$ cat config.mk
export PLATFORM = sky130hd
export DESIGN_NAME = dice_round_ctrl
export DESIGN_NICKNAME = d
export VERILOG_FILES = /design/src/rtl/dice_round_ctrl.sv
export SDC_FILE = /design/constraint.sdc
export NUM_CORES = 1
export LEC_CHECK = 0
export ABC_AREA = 1
export BUFFER_PORTS_ARGS = -buffer_cell sky130_fd_sc_hd__buf_4
export CORE_AREA = 2 2 60 62
export DETAILED_ROUTE_END_ITERATION = 6
export DIE_AREA = 0 0 62 64
export PLACE_DENSITY_LB_ADDON = 0.3
export SYNTH_ARGS = -nofsm -noshare
export SYNTH_HDL_FRONTEND = slang
export SYNTH_SLANG_ARGS = --single-unit
$ cat constraint.sdc
create_clock -name clk -period 2.4 [get_ports clk]
set_input_delay 0.12 -clock clk [delete_from_list [all_inputs] [get_ports clk]]
set_output_delay 0.12 -clock clk [all_outputs]
set_load 0.03 [all_outputs]
$ cat src/rtl/dice_round_ctrl.sv
// Round sequencer for the two-player dice game: takes alternating throws,
// scores each round, times the result window and drives the display inputs.
module dice_round_ctrl #(
    parameter int ROUNDS   = 5,
    parameter int SHOW_CYC = 1500
) (
    input  logic       clk,
    input  logic       rst,
    input  logic       start,
    input  logic       req1,
    input  logic       req2,
    input  logic [2:0] dice,
    output logic [2:0] die1,
    output logic [2:0] die2,
    output logic [3:0] score1,
    output logic [3:0] score2,
    output logic [3:0] round,
    output logic       turn,
    output logic       times,
    output logic       is_final,
    output logic       is_finish
);

    localparam int             CW         = $clog2(SHOW_CYC + 1);
    localparam logic [CW-1:0]  CNT_LAST   = CW'(SHOW_CYC - 1);
    localparam logic [CW-1:0]  CNT_ONE    = CW'(1);
    localparam logic [3:0]     ROUND_LAST = 4'(ROUNDS);

    typedef enum logic [2:0] {
        ST_IDLE   = 3'd0,
        ST_WAIT1  = 3'd1,
        ST_WAIT2  = 3'd2,
        ST_SHOW   = 3'd3,
        ST_FINISH = 3'd4
    } state_e;

    state_e        state_q, state_d;
    logic [CW-1:0] cnt_q, cnt_d;
    logic [2:0]    die1_q, die1_d, die2_q, die2_d;
    logic [3:0]    score1_q, score1_d, score2_q, score2_d;
    logic [3:0]    round_q, round_d;
    logic          turn_q, turn_d, times_q, times_d;
    logic          final_q, final_d, finish_q, finish_d;

    logic dice_ok_s, start_s, take1_s, take2_s, show_end_s;

    function automatic logic [3:0] sat_inc(input logic [3:0] v);
        if (v == 4'd15) begin
            return v;
        end else begin
            return v + 4'd1;
        end
    endfunction

    assign dice_ok_s  = (dice != 3'd0) && (dice != 3'd7);
    assign start_s    = start && ((state_q == ST_IDLE) || (state_q == ST_FINISH));
    assign take1_s    = (state_q == ST_WAIT1) && req1 && dice_ok_s;
    assign take2_s    = (state_q == ST_WAIT2) && req2 && dice_ok_s;
    assign show_end_s = (state_q == ST_SHOW) && (cnt_q == CNT_LAST);

    // State register
    always_ff @(posedge clk or negedge rst) begin
        if (!rst) begin
            state_q <= ST_IDLE;
        end else begin
            state_q <= state_d;
        end
    end

    // Next-state logic
    always_comb begin
        state_d = state_q;
        case (state_q)
            ST_IDLE, ST_FINISH: begin
                if (start_s) state_d = ST_WAIT1;
                else         state_d = state_q;
            end
            ST_WAIT1: begin
                if (take1_s) state_d = ST_WAIT2;
                else         state_d = ST_WAIT1;
            end
            ST_WAIT2: begin
                if (take2_s) state_d = ST_SHOW;
                else         state_d = ST_WAIT2;
            end
            ST_SHOW: begin
                if (!show_end_s)                  state_d = ST_SHOW;
                else if (round_q == ROUND_LAST)   state_d = ST_FINISH;
                else                              state_d = ST_WAIT1;
            end
            default: state_d = ST_IDLE;
        endcase
    end

    // Datapath and output next values, derived from the upcoming state
    always_comb begin
        die1_d   = die1_q;
        die2_d   = die2_q;
        score1_d = score1_q;
        score2_d = score2_q;
        round_d  = round_q;
        if (start_s) begin
            die1_d   = 3'd0;
            die2_d   = 3'd0;
            score1_d = 4'd0;
            score2_d = 4'd0;
            round_d  = 4'd1;
        end else if (take1_s) begin
            die1_d = dice;
        end else if (take2_s) begin
            die2_d = dice;
            if (die1_q > dice)      score1_d = sat_inc(score1_q);
            else if (dice > die1_q) score2_d = sat_inc(score2_q);
            else                    score1_d = score1_q;
        end else if (show_end_s && (round_q != ROUND_LAST)) begin
            round_d = round_q + 4'd1;
        end else begin
            round_d = round_q;
        end

        // Window counter runs only inside SHOW, so it is zero on every entry
        if ((state_q == ST_SHOW) && !show_end_s) cnt_d = cnt_q + CNT_ONE;
        else                                     cnt_d = '0;

        turn_d   = (state_d == ST_WAIT2);
        times_d  = (state_d == ST_SHOW);
        finish_d = (state_d == ST_FINISH);
        final_d  = ((state_d == ST_WAIT1) || (state_d == ST_WAIT2) || (state_d == ST_SHOW))
                   && (round_d == ROUND_LAST);
    end

    // Datapath and output registers
    always_ff @(posedge clk or negedge rst) begin
        if (!rst) begin
            cnt_q    <= '0;
            die1_q   <= 3'd0;
            die2_q   <= 3'd0;
            score1_q <= 4'd0;
            score2_q <= 4'd0;
            round_q  <= 4'd0;
            turn_q   <= 1'b0;
            times_q  <= 1'b0;
            final_q  <= 1'b0;
            finish_q <= 1'b0;
        end else begin
            cnt_q    <= cnt_d;
            die1_q   <= die1_d;
            die2_q   <= die2_d;
            score1_q <= score1_d;
            score2_q <= score2_d;
            round_q  <= round_d;
            turn_q   <= turn_d;
            times_q  <= times_d;
            final_q  <= final_d;
            finish_q <= finish_d;
        end
    end

    assign die1      = die1_q;
    assign die2      = die2_q;
    assign score1    = score1_q;
    assign score2    = score2_q;
    assign round     = round_q;
    assign turn      = turn_q;
    assign times     = times_q;
    assign is_final  = final_q;
    assign is_finish = finish_q;

endmodule
======== Word-level counts from Yosys, hierarchy flattened ========
Cells that the tools add are included.
W data, S select, Z words.
storage, ports and cells
  flip-flop bits (word level) ............. 36
  ROM bits ................................ 0
  logic and storage cells ................. 87
  memories ................................ 0
  latch bits .............................. 0
  bits in writable memories ............... 0
cells by class
  add/subtract/negate cells ............... 4
  divide/modulo/power cells ............... 0
  multipliers ............................. 0
  reduce and logical (&&, ||, !) cells .... 24
  bitwise operators ....................... 0
  equal/unequal tests ..................... 19
  shift operators ......................... 0
  order comparisons ....................... 2
  mux-type cells .......................... 27
operator list
  cell                     count
  $mux W4                  15
  $mux W3                  8
  $add A4 B1 Y4 const B    3
  $eq A3 B2 Y1 const B     4
  $pmux W3 S4              1
  $add A11 B1 Y11 const B  1
  $eq A11 B11 Y1 const B   1
  $mux W11                 1
  $logic_and A1 B1 Y1      10
  $eq A4 B3 Y1 const B     2
  $eq A4 B4 Y1 const B     2
  $ne A2 B2 Y1 const B     4
  $reduce_bool A2 Y1       4
  $eq A3 B1 Y1 const B     2
  $eq A3 B3 Y1 const B     2
  $gt A3 B3 Y1             2
  $reduce_and A5 Y1        1
  $ne A4 B3 Y1 const B     1
  $reduce_and A4 Y1        1
  $logic_not A3 Y1         1
  $logic_or A1 B1 Y1       3
  $ne A3 B3 Y1 const B     1
  $reduce_bool A3 Y1       1
  $mux W2                  1
  4 further kinds          4

======== Depth between registers and ports, before layout ========
  word-level depth ........................ 9
  gate-level depth with buffers ........... 12

======== Worst setup path before layout ========
No wires, ideal clock.
  path kind ............................... reg2reg
  start ................................... reg die1_q[2] (netlist: die1[2])
  end ..................................... reg score1_q[3] (netlist: score1[3])
  clock period less this slack ............ 1.738 ns
  stages on the path, launching flop included .. 12
  required time ........................... 2.279 ns
  buffers on the path ..................... 0
  data arrival time ....................... 1.617 ns
  path slack .............................. 0.662 ns
  path through ............................ dfrtp_1 inv_1 ha_1 nand2_1 nor2_1 nor2_1 nand2_1 nor2_1 nand2_1 nor2_1 xor2_1 nor2_1
between the ends
  word-level cells in the longest chain between the ends .. 3
ends and longest elaborated chain
  item                                 RTL line  text
  start, declared                      39        logic [2:0] die1_q, die1_d, die2_q, die2_d;
  start signal, assigned               147       die1_q <= die1_d;
  $gt A3 B3 Y1                         112       if (die1_q > dice) score1_d = sat_inc(score1_q);
  $reduce_bool A2 Y1 (no source line)  -
  $reduce_and A4 Y1 (no source line)   -
  end signal, assigned                 149       score1_q <= score1_d;
  end, declared                        40        logic [3:0] score1_q, score1_d, score2_q, score2_d;
Every way passes these cells.
A chain may end at the register's enable or synchronous reset.

======== Worst setup path after layout ========
Same ends and word-level chain as after synthesis.

==> impl_metrics.csv <==
group,metric,value,unit
final_layout,area_growth_syn_to_layout,17.3,%
worst_setup_path,cpPeakStageDelay,0.37,ns
place,dpl.hpwl,2680,um
timing,drv_slew,0,
synth,synth_top_area_share,47.8,%
detailed_routing,wl_per_cell,11.2,um
final_layout,layout-drive-gt1-share,21.9,%
worst_setup_path,slowest_stage,"dfrtp_1",
worst_setup_path,r2r_slack,0.73,ns
synth,ys_seq_area_share,47.8,%
detailed_routing,via_per_inst,5.02,
worst_hold_path,hold_end,"die1[2]",
final_layout,finalNetCount,281,
worst_setup_path,cp-end-kind,"flop",
pwr,leakage,1.17,nW
timing,rsz0062_at_grt,"no",
timing,hold_viol_final,0,
timing,tightest_slew,0.438,ns
detailed_routing,first_pass_iters,4,
clock_network,cts_sinks,36,
timing,fmax,600,MHz
synth,syn_nets,245,
place,numPortBuffers,29,
clock_network,cts_max_level,2,
worst_setup_path,cp_max_fo,5,
global_routing,grt_pass1_vias,1518,
synth,synth_seq_cells,36,
synth,synth_area,1880,um2
timing,setup_violations,0,
worst_setup_path,critPathKind,"reg -> reg",
global_routing,track_usage,21.3,%
timing,setup_tns,0,ns
detailed_routing,wl,3500,um
synth,yosysTopAreaCell,"dfrtp_1",
worst_hold_path,hp-class,"in -> reg",
synth,async_flop_share,100,%
place,gp_congestion,0.796,
synth,ys_warn_count,0,
detailed_routing,first_iter_violations,87,
final_layout,fin_util,67.3,%
floorplanning,die_y,64,um
detailed_routing,drc,0,
floorplanning,rows,21,
synth,yosys_most_used_dff,"dfrtp_1",
clock_network,post_cts_resized,0,
timing,skew,0.00933,ns
outcome,status,"finished, final reports clean",
global_routing,grt_max_degree,37,
global_routing,antenna_found_initial,0,
worst_setup_path,cp-start-kind,"flop",
floorplanning,die_x,62,um
clock_network,path_clk_slew,0.10,ns
floorplanning,core,3280,um2
pwr,ir_drop,630,uV
synth,synth_most_common_cell,"nand2_1",
worst_setup_path,cp_data_arrival_time,1.90,ns
synth,synth.distinct_cells,25,
global_routing,grt_overflow,0,
timing,slew_headroom,70.8,%
synth,syn_inst,229,
detailed_routing,final_antenna_net_count,0,
worst_setup_path,r2r_end,"score1[3]",
worst_hold_path,worstHoldPathCells,5,
clock_network,cts.path.max_buffers,2,
worst_setup_path,cp_cell_sequence,"inv_1 -> ha_1 -> nand2_1 -> nor2_1 -> nor2_1 -> nand2_1 -> nor2_1 -> nand2_1 -> nor2_1 -> xor2_1 -> nor2_1",
timing,min_period,1.67,ns
floorplanning,die-area,3970,um2
pwr,total_power,0.00191,W
worst_setup_path,r2r-start,"die1[2]",
synth,synth_edf_count,0,
synth,synthTopCellsByCount,"nand2_1, dfrtp_1, inv_1, nor2_1, nand3_1",
detailed_routing,route.vias.total,1562,
final_layout,antennaDiodeCount,0,
synth,synth.area.top_cells,"dfrtp_1, nand2_1, inv_1",
floorplanning,ios,30,
worst_hold_path,min_from,"dice[2]",
pwr,cellPowerDensity,866,nW/um2
clock_network,cts_tree,"yes",
global_routing,grt_pass1_wl,6180,um
clock_network,clock_latency,0.34,ns
synth,avgSynthCellArea,8.23,um2
clock_network,root_buffer,"clkbuf_4",
run,cap_violations,0,
worst_setup_path,cpMostUsedCell,"nor2_1",
worst_setup_path,worstPathRequired,2.63,ns
timing,min_period_over_period,69.5,%
floorplanning,initial_core_util,57.4,%
clock_network,cts_buffers,5,
worst_setup_path,r2r_cells,11,
[layer usage]
metal / GRT usage [%] / vias to the layer above / part of all wire [%]
met5: 0 / - / 0
met4: 7.18 / 0 / 1.7
met3: 8.10 / 5 / 5.1
met2: 34.4 / 30 / 49
met1: 25.4 / 720 / 44
li1: - / 807 / -
[critical path, delay by kind of cell (launching register included)]
kind	cells	cell delay, ns
XOR/XNOR	1	0.16
adder cells (fa/ha/maj)	1	0.30
buffers and inverters	1	0.06
flip-flops	1	0.37
AND/OR/NAND/NOR	8	0.66
[power breakdown]
part           switching [W]  leakage, nW  internal (W)  total [W]
sequential         0.0000768        0.479      0.000725   0.000801
combinational       0.000523        0.668      0.000286   0.000809
clock               0.000195       0.0281      0.000108   0.000303
total               0.000795         1.17       0.00112    0.00191
[cell families (layout without fill, tap and decap cells)]
kind of cell / Yosys count / after routing / synth area share [%]
buf+inv: 39 / 75 / 7.84
compound gates: 19 / 19 / 5.18
flops: 36 / 36 / 47.8
xor+xnor: 5 / 5 / 2.32
simple gates: 118 / 118 / 29.1
fa+ha+maj: 8 / 8 / 5.31
mux: 4 / 4 / 2.39
[layout make-up]
cell class / count / area (um2)
multi-input cells: 154 / 836
flip-flops and latches: 36 / 901
inverters: 38 / 143
well taps: 46 / 57.6
clock inverters: 1 / 5.00
repair buffers: 30 / 228
clock buffers: 6 / 41.3
fillers: 286 / 1070
[stage by stage]
stage | hold WS [ns] | setup WS [ns] | instance area, um2 | cells
2_1_floorplan | -0.176 | 0.662 | 1880 | 229
3_3_place_gp | 0.102 | 0.837 | 2150 | 303
3_5_place_dp | 0.102 | 0.735 | 2150 | 303
4_1_cts | 0.170 | 0.731 | 2210 | 311
5_1_grt | 0.206 | 0.577 | 2210 | 311
6_report | 0.174 | 0.732 | 2210 | 311
[timing repair]
action                    CTS  global route
hold buffers                1             0
setup buffers               0             0
hold endpoints to repair   36             0
[registers in the layout, summed over array words and instances (netlist names), 3 cells and up]
name,cells
cnt_q,11
round,4
score1,4
score2,4
die1,3
die2,3
state_q,3
[how the worst max path moves through the flow]
stage	startpoint	to	slack, ns	cells past startpoint
floorplan	die1[2]	score1[3]	0.66	11
global placement	die1[2]	score1[3]	0.84	11
detailed placement	die1[2]	score1[3]	0.73	11
CTS	die1[2]	score1[3]	0.73	11
global route	die1[2]	score1[3]	0.58	11
finish	die1[2]	score1[3]	0.73	11
[cells in the final DEF, fill, tap and decap left out]
| cell type | instances |
|---|---|
| xnor2_1 | 1 |
| nor2_2 | 4 |
| nand2_1 | 43 |
| o21ai_1 | 2 |
| clkinv_2 | 1 |
| buf_4 | 29 |
| inv_1 | 30 |
| a211oi_1 | 1 |
| nor3_1 | 6 |
| nor2_4 | 2 |
| xor2_1 | 4 |
| mux2_2 | 4 |
| nand3b_2 | 1 |
| dfrtp_1 | 36 |
| dlygate4sd3_1 | 1 |
| nand3b_1 | 1 |
| o21ai_0 | 7 |
| nor3b_1 | 1 |
| clkbuf_4 | 5 |
| a21oi_1 | 9 |
| nand3_1 | 21 |
| nor2_1 | 30 |
| nand4_2 | 1 |
| ha_1 | 8 |
| nand3_2 | 1 |
| nand4_1 | 5 |
| nand2_2 | 2 |
| clkbuf_1 | 1 |
| inv_2 | 8 |
(Power assumes the default switching activity.)
